`src/rtl/shift_pkg.sv`:
```
// Shared definitions for the multicycle shift/rotate unit.
// Holds the operation encodings, the FSM state type and a small decode helper.
package shift_pkg;

  localparam logic [2:0] OP_ROL = 3'b000;
  localparam logic [2:0] OP_ROR = 3'b001;
  localparam logic [2:0] OP_SLL = 3'b010;
  localparam logic [2:0] OP_SRA = 3'b011;
  localparam logic [2:0] OP_SRL = 3'b100;

  typedef enum logic [1:0] {
    StIdle = 2'b00,
    StRun  = 2'b01,
    StDone = 2'b10
  } state_e;

  // Codes 101..111 are reserved and behave as NOP.
  function automatic logic is_nop(input logic [2:0] op);
    return op > OP_SRL;
  endfunction

endpackage

```
`src/rtl/shift_seq_unit_if.sv`:
```
// Request/response bundle of the shift/rotate unit.
//   master: drives start, op, amount, data_in; observes busy, done, result, carry, zero
//   slave : the execution unit side
interface shift_seq_unit_if #(
  parameter int unsigned WIDTH = 8,
  parameter int unsigned AMT_W = 3
) ();
  logic             start;
  logic [2:0]       op;
  logic [AMT_W-1:0] amount;
  logic [WIDTH-1:0] data_in;
  logic             busy;
  logic             done;
  logic [WIDTH-1:0] result;
  logic             carry;
  logic             zero;

  modport master (
    output start, op, amount, data_in,
    input  busy, done, result, carry, zero
  );

  modport slave (
    input  start, op, amount, data_in,
    output busy, done, result, carry, zero
  );
endinterface

```
`src/rtl/shift_step.sv`:
```
// Combinational one-position shift/rotate step.
//   op      : operation code (NOP codes pass w through, bit_out = 0)
//   w       : current working word
//   w_next  : word after one step
//   bit_out : bit rotated or shifted out by this step
module shift_step
  import shift_pkg::*;
#(
  parameter int unsigned WIDTH = 8
) (
  input  logic [2:0]       op,
  input  logic [WIDTH-1:0] w,
  output logic [WIDTH-1:0] w_next,
  output logic             bit_out
);

  always_comb begin
    w_next  = w;
    bit_out = 1'b0;
    case (op)
      OP_ROL: begin
        w_next  = {w[WIDTH-2:0], w[WIDTH-1]};
        bit_out = w[WIDTH-1];
      end
      OP_ROR: begin
        w_next  = {w[0], w[WIDTH-1:1]};
        bit_out = w[0];
      end
      OP_SLL: begin
        w_next  = {w[WIDTH-2:0], 1'b0};
        bit_out = w[WIDTH-1];
      end
      OP_SRA: begin
        w_next  = {w[WIDTH-1], w[WIDTH-1:1]};
        bit_out = w[0];
      end
      OP_SRL: begin
        w_next  = {1'b0, w[WIDTH-1:1]};
        bit_out = w[0];
      end
      default: begin
        w_next  = w;
        bit_out = 1'b0;
      end
    endcase
  end

endmodule

```
`src/rtl/shift_seq_unit.sv`:
```
// Multicycle shift/rotate execution unit: applies one single-position step per clock
// until the latched amount is exhausted.
//   clk : rising-edge clock
//   rst : asynchronous, active-high reset
//   bus : slave side of shift_seq_unit_if
//         start/op/amount/data_in in; busy/done/result/carry/zero out
module shift_seq_unit
  import shift_pkg::*;
#(
  parameter int unsigned WIDTH = 8,
  parameter int unsigned AMT_W = 3
) (
  input  logic             clk,
  input  logic             rst,
  shift_seq_unit_if.slave  bus
);

  state_e state_q, state_d;

  logic [WIDTH-1:0] w_q, w_d;
  logic [2:0]       op_q, op_d;
  logic [AMT_W-1:0] count_q, count_d;
  logic             carry_q, carry_d;

  logic [WIDTH-1:0] w_next;
  logic             bit_out;

  shift_step #(
    .WIDTH (WIDTH)
  ) u_step (
    .op      (op_q),
    .w       (w_q),
    .w_next  (w_next),
    .bit_out (bit_out)
  );

  // State register.
  always_ff @(posedge clk or posedge rst) begin
    if (rst) begin
      state_q <= StIdle;
    end else begin
      state_q <= state_d;
    end
  end

  // Next-state logic.
  always_comb begin
    state_d = state_q;
    unique case (state_q)
      StIdle: begin
        if (bus.start) begin
          if (bus.amount == '0 || is_nop(bus.op)) begin
            state_d = StDone;
          end else begin
            state_d = StRun;
          end
        end
      end
      StRun: begin
        // The step that moves count from 1 to 0 is the last one.
        if (count_q == AMT_W'(1)) begin
          state_d = StDone;
        end
      end
      StDone:  state_d = StIdle;
      default: state_d = StIdle;
    endcase
  end

  // FSM outputs.
  always_comb begin
    bus.busy = (state_q != StIdle);
    bus.done = (state_q == StDone);
  end

  // Datapath next-state: registers only move on acceptance or during RUN.
  always_comb begin
    w_d     = w_q;
    op_d    = op_q;
    count_d = count_q;
    carry_d = carry_q;
    if (state_q == StIdle && bus.start) begin
      w_d     = bus.data_in;
      op_d    = bus.op;
      count_d = bus.amount;
      carry_d = 1'b0;
    end else if (state_q == StRun) begin
      w_d     = w_next;
      carry_d = bit_out;
      count_d = count_q - AMT_W'(1);
    end
  end

  always_ff @(posedge clk or posedge rst) begin
    if (rst) begin
      w_q     <= '0;
      op_q    <= '0;
      count_q <= '0;
      carry_q <= 1'b0;
    end else begin
      w_q     <= w_d;
      op_q    <= op_d;
      count_q <= count_d;
      carry_q <= carry_d;
    end
  end

  assign bus.result = w_q;
  assign bus.carry  = carry_q;
  assign bus.zero   = (w_q == '0);

endmodule

```
`src/flat_wrapper.sv`:
```
// flat-port wrapper written by rule: the top's interface ports become plain ports
module shift_seq_unit_flat import shift_pkg::*;
#(
  parameter int unsigned WIDTH = 8,
  parameter int unsigned AMT_W = 3
)
  (clk, rst, bus_start, bus_op, bus_amount, bus_data_in, bus_busy, bus_done, bus_result, bus_carry, bus_zero);
  shift_seq_unit_if #(.WIDTH(WIDTH), .AMT_W(AMT_W)) bus_i ();
  input  logic clk;
  input  logic rst;
  input wire logic [$bits(bus_i.start)-1:0] bus_start;
  input wire logic [$bits(bus_i.op)-1:0] bus_op;
  input wire logic [$bits(bus_i.amount)-1:0] bus_amount;
  input wire logic [$bits(bus_i.data_in)-1:0] bus_data_in;
  output wire logic [$bits(bus_i.busy)-1:0] bus_busy;
  output wire logic [$bits(bus_i.done)-1:0] bus_done;
  output wire logic [$bits(bus_i.result)-1:0] bus_result;
  output wire logic [$bits(bus_i.carry)-1:0] bus_carry;
  output wire logic [$bits(bus_i.zero)-1:0] bus_zero;
  assign bus_i.start = bus_start;
  assign bus_i.op = bus_op;
  assign bus_i.amount = bus_amount;
  assign bus_i.data_in = bus_data_in;
  assign bus_busy = bus_i.busy;
  assign bus_done = bus_i.done;
  assign bus_result = bus_i.result;
  assign bus_carry = bus_i.carry;
  assign bus_zero = bus_i.zero;
  shift_seq_unit #(.WIDTH(WIDTH), .AMT_W(AMT_W)) u_core (.clk(clk), .rst(rst), .bus(bus_i));
endmodule
```
`config.mk`:
```
export PLATFORM = sky130hd
export DESIGN_NAME = shift_seq_unit_flat
export DESIGN_NICKNAME = d
export VERILOG_FILES = /design/src/rtl/shift_pkg.sv /design/src/rtl/shift_seq_unit_if.sv /design/src/rtl/shift_step.sv /design/src/rtl/shift_seq_unit.sv /design/src/flat_wrapper.sv
export SDC_FILE = /design/constraint.sdc
export NUM_CORES = 1
export LEC_CHECK = 0
export CAP_MARGIN = 40
export CORE_UTILIZATION = 42
export CTS_CLUSTER_DIAMETER = 120
export DETAILED_ROUTE_END_ITERATION = 7
export PLACE_DENSITY = 0.74
export SLEW_MARGIN = 20
export SYNTH_ARGS = -nofsm -noshare
export SYNTH_HDL_FRONTEND = slang
export SYNTH_SLANG_ARGS = --single-unit
```
`constraint.sdc`:
```
create_clock -name clk -period 1.7 [get_ports clk]
set_clock_uncertainty 0.2 [all_clocks]
set_input_delay 0.34 -clock clk [delete_from_list [all_inputs] [get_ports clk]]
set_output_delay 0.34 -clock clk [all_outputs]
set_load 0.03 [all_outputs]
```
# == Yosys cells after proc, flatten, opt, wreduce, memory -nomap -nowiden ==
# Cells that the tools add are included.
# totals
word_cells,45
in_bits,17
reg_bits,17
out_inout_bits,12
# classes
mux,12
order_cmp,1
eq_ne,10
addsub,1
n_reduce_logical,15
# ops
cell,n
8-bit one-hot mux with 5 select lines,1
8-bit two-way mux,2
8-bit zero test,1
"3-bit by 1-bit == test with 1-bit output, second input constant",2
"3-bit by 2-bit == test with 1-bit output, second input constant",2
3-bit zero test,2
2-bit two-way mux,3
3-bit two-way mux,2
6-bit nonzero test,1
5-bit nonzero test,1
"2-bit by 1-bit != test with 1-bit output, second input constant",2
2-bit one-hot mux with 2 select lines,1
2-bit AND reduction,2
2-bit nonzero test,2
"3-bit == test, second input constant",1
"3-bit greater-than comparator, second input constant",1
3-bit AND reduction,1
3-bit OR reduction,1
"3-bit by 1-bit subtractor with 3-bit output, second input constant",1
"2-bit by 1-bit == test with 1-bit output, second input constant",1
"2-bit == test, second input constant",1
2-bit zero test,1
1-bit two-way mux,2
"2-bit != test, second input constant",1
4 further kinds,4

# == Logic depth before layout (Yosys ltp) ==
# depth
ltp_word,5
mapped_depth,6
mapped_depth_nobuf,5

# == Cells and area by module ==
# A second synthesis with hierarchy kept.
# hier_totals
cells_unflattened,144
area_unflattened_um2,1251.2
# by_module_without_submodules
mod,instances,cells_each,seq_area_each_um2,area_each_um2
shift_seq_unit,1,92,425.4,879.6
shift_step,1,52,0.0,371.6

# == Worst setup path after synthesis ==
# No wires, ideal clock.
# synth_path
path_kind,register to output
startpoint,"register u_core.w_q[4], in the netlist u_core.bus.result[4]"
endpoint,output port bus_zero
setup_slack_ps,-321
path_stages_with_launch,3
arrival_ps,1481
required_ps,1160
n_path_buf,0
cell_sequence,dfrtp_1 -> or4_1 -> nor2_1
# synth_between
elab_chain_len,1
# synth_lines
element,line,text
"start, declared",shift_seq_unit.sv:20,"logic [WIDTH-1:0] w_q, w_d;"
"start signal, assigned",shift_seq_unit.sv:101,w_q <= w_d;
8-bit zero test,shift_seq_unit.sv:110,assign bus.zero = (w_q == '0);
"end, declared",flat_wrapper.sv:19,output wire logic [$bits(bus_i.zero)-1:0] bus_zero;
# No other way between the ends.

# == Worst setup path in the final report ==
# Same ends and word-level chain as after synthesis.

==> impl_metrics.csv <==
group,metric,value,unit
synth,synth_seq_area_share,0.400,
cts,cts_buffers,3,
finish,final_area,1590,sq um
timing,finalMaxSlewViolations,0,
synth,netlist_area,1060,sq um
synth,yosysTopAreaCell,"dfrtp_1",
global_route,grt_overflow,0,
detailed_routing,finalWirelength,2930,microns
critical_path,critPathArrivalTime,1510,ps
global_route,grt_util_all_layers,0.239,
cts,tritoncts,"built",
synth,synthTopCellsByArea,"dfrtp_1, mux2i_1, a22oi_1, nand2_1, o22ai_1",
placed_design,place_hpwl,2180,microns
cts,clk_pin_slew,110,ps
critical_path,worstReg2RegStart,"u_core.op_q[1]$_DFFE_PP0P_",
finish,antenna_cells,0,
timing,tightest_slew,312,ps
synth,yosys_warnings,0,
floorplanning,die_y,52.4,microns
status,violations,"negative setup slack",
critical_path,cp_max_fo,2,
cts,insertion_delay,300,ps
critical_path,worst-r2r-setup-slack,50,ps
critical_path,path_class,"reg2out",
critical_path,cp_data_required_time,1160,ps
pwr,power.density,2030,nW/um^2
timing,postLayoutSetupSlackWorst,-353,ps
synth,synth.avg_cell_area,9.10,sq um
timing,hold_viol_final,0,
floorplanning,io_pins,29,
synth,synth_edf_count,0,
critical_path,critPathTopFamily,"simple AND/OR/NAND/NOR gates",
critical_path,reg2reg_depth,4,
flow_run,cap_violations,0,
cts,ctsHoldBuffers,0,
timing,max_slew_margin,0.793,
critical_path,r2r_end,"u_core.bus.result[2]$_DFFE_PP0P_",
finish,syn_to_final_growth,49.5,%
detailed_routing,ant_nets,0,
synth,ys_seq_elements,17,
placed_design,dp.cells,188,
min_path,min_path_type,"in2async",
critical_path,cp-startpoint,"u_core.bus.result[4]$_DFFE_PP0P_",
pwr,peakVddDrop,1.10,mV
detailed_routing,wl_per_cell,15.0,microns
synth,post-synth-top-count-cell,"dfrtp_1",
synth,synthDistinctLibCells,33,
critical_path,start_kind,"flip-flop",
floorplanning,die_area,2740,sq um
synth,synth_top_area_frac,0.400,
cts,clock_path_buffers,2,
pwr,p_leak,0.728,nW
finish,layout-drive-gt1-share,0.369,
floorplanning,core_area,2300,sq um
floorplanning,num_rows,17,
critical_path,slowest_delay,540,ps
detailed_routing,drtIter0Drc,13,
cts,cts_sinks,17,
timing,rsz0062_at_grt,"true",
cts,cts_root_buf,"clkbuf_4",
timing,fmaxAchievable,487,MHz
critical_path,slowest_stage,"or4_4",
synth,async_flop_share,1.00,
placed_design,gp_routability_congestion,0.867,
global_route,antenna_found_initial,0,
floorplanning,start_util,0.464,
synth,syn_inst,117,
placed_design,io_buffers,28,
synth,synth_common_cells,"dfrtp_1, nand2_1, nor2_1",
synth,ys.flop_type,"dfrtp_1",
detailed_routing,drc_errors,0,
placed_design,placed_area,1500,sq um
finish,final_nets,188,
status,status,"finished with violations",
global_route,grt_pass1_wl,4640,microns
pwr,p_total,3.23,mW
detailed_routing,firstDrtPassIters,4,
cts,h-tree-depth,1,
finish,stdcell_count,196,
timing,setup_viol,1,
detailed_routing,vias_per_cell,5.49,
critical_path,cp-end-kind,"output port",
timing,worst_hold_slack,133,ps
timing,post-route-period-util,1.21,
synth,syn_nets,136,
finish,utilization,0.693,
detailed_routing,vias,1076,
timing,min_period,2050,ps
critical_path,path_buf_inv,1,
floorplanning,die_x,52.4,microns
global_route,grt_max_degree,18,
critical_path,cp_cell_sequence,"or4_4, nor2_4, buf_6",
global_route,first_global_vias,1068,
## how the worst max path moves through the flow
stage	to	cells after the start
final	bus_zero	3
after global routing	bus_zero	3
after CTS	bus_zero	3
after detailed placement	u_core.bus.result[6]$_DFFE_PP0P_	5
after global placement	u_core.bus.result[5]$_DFFE_PP0P_	5
after floorplan	bus_zero	2
## layout make-up
type / instances / area, sq um
repair buffers: 52 / 440
flip-flops and latches: 17 / 433
inverters: 7 / 28.8
clock inverters: 1 / 5.00
well taps: 28 / 35.0
fillers: 194 / 706
multi-input cells: 88 / 627
clock buffers: 3 / 22.5
## worst reg2reg max path: stages, from the launching register on
cell	delay, ps
dfrtp_1	460
or3b_4	440
nand2_8	120
mux2i_1	230
o21ai_1	90
## sequential cells by signal, summed over array words and instances, names as in the netlist
name / cells
u_core.bus.result: 8
u_core.count_q: 3
u_core.bus.carry: 1
u_core.op_q: 3
u_core.state_q: 2
## placed cells by master (no fill, tap or decap), types with 2 or more instances in the layout
| cell type | synthesis | layout |
|---|---|---|
| clkbuf_4 | 0 | 3 |
| inv_1 | 7 | 5 |
| dfrtp_1 | 17 | 11 |
| or4_4 | 0 | 2 |
| a22oi_1 | 7 | 6 |
| clkdlybuf4s50_1 | 0 | 16 |
| mux2i_1 | 6 | 6 |
| nand3_1 | 2 | 2 |
| mux2_2 | 2 | 2 |
| o21ai_0 | 7 | 7 |
| a22o_2 | 2 | 2 |
| nand2_1 | 13 | 13 |
| buf_2 | 1 | 4 |
| buf_4 | 2 | 23 |
| dlygate4sd2_1 | 0 | 2 |
| buf_6 | 2 | 4 |
| clkdlybuf4s15_1 | 0 | 2 |
| nor2_1 | 8 | 7 |
| ha_1 | 2 | 2 |
| dfrtp_2 | 0 | 6 |
| or3b_4 | 0 | 2 |
| nand2b_1 | 2 | 2 |
| o22ai_1 | 6 | 6 |
| a21oi_1 | 7 | 7 |
| o21ai_1 | 5 | 5 |
## through the flow
stage / setup slack (ps) / setup TNS (ps)
4_1_cts: -366 / -366
6_report: -353 / -353
2_1_floorplan: -91.8 / -91.8
3_5_place_dp: -326 / -3340
5_1_grt: -391 / -397
3_3_place_gp: -288 / -2790
## report_power, final
part | total, mW | internal (mW) | switching [mW]
combinational | 2.19 | 1.04 | 1.15
clock | 0.230 | 0.0880 | 0.142
sequential | 0.805 | 0.615 | 0.191
total | 3.23 | 1.74 | 1.49
## logic make-up after synthesis
family	share of synthesized area
AOI/OAI and AO/OA	0.243
xor gates and xnor gates	0.00823
adders and majority gates	0.0235
buffers and inverters	0.0646
DFF	0.400
muxes	0.0776
and+or+nand+nor	0.183
## repair_timing
action                                  CTS  global route
setup buffers                             2             2
cloned                                    0             0
resized for setup                        27            19
pin swaps                                 2             0
endpoints found under the setup margin   13            16
## per-layer routing
metal | global-route usage | part of all wire | routed length [microns]
met2 | 0.432 | 0.53 | 1560
met3 | 0.0377 | 0.027 | 78
met1 | 0.268 | 0.42 | 1250
met5 | 0 | 0 | 0
met4 | 0.114 | 0.016 | 48
Power figures use the tool's default switching activity.
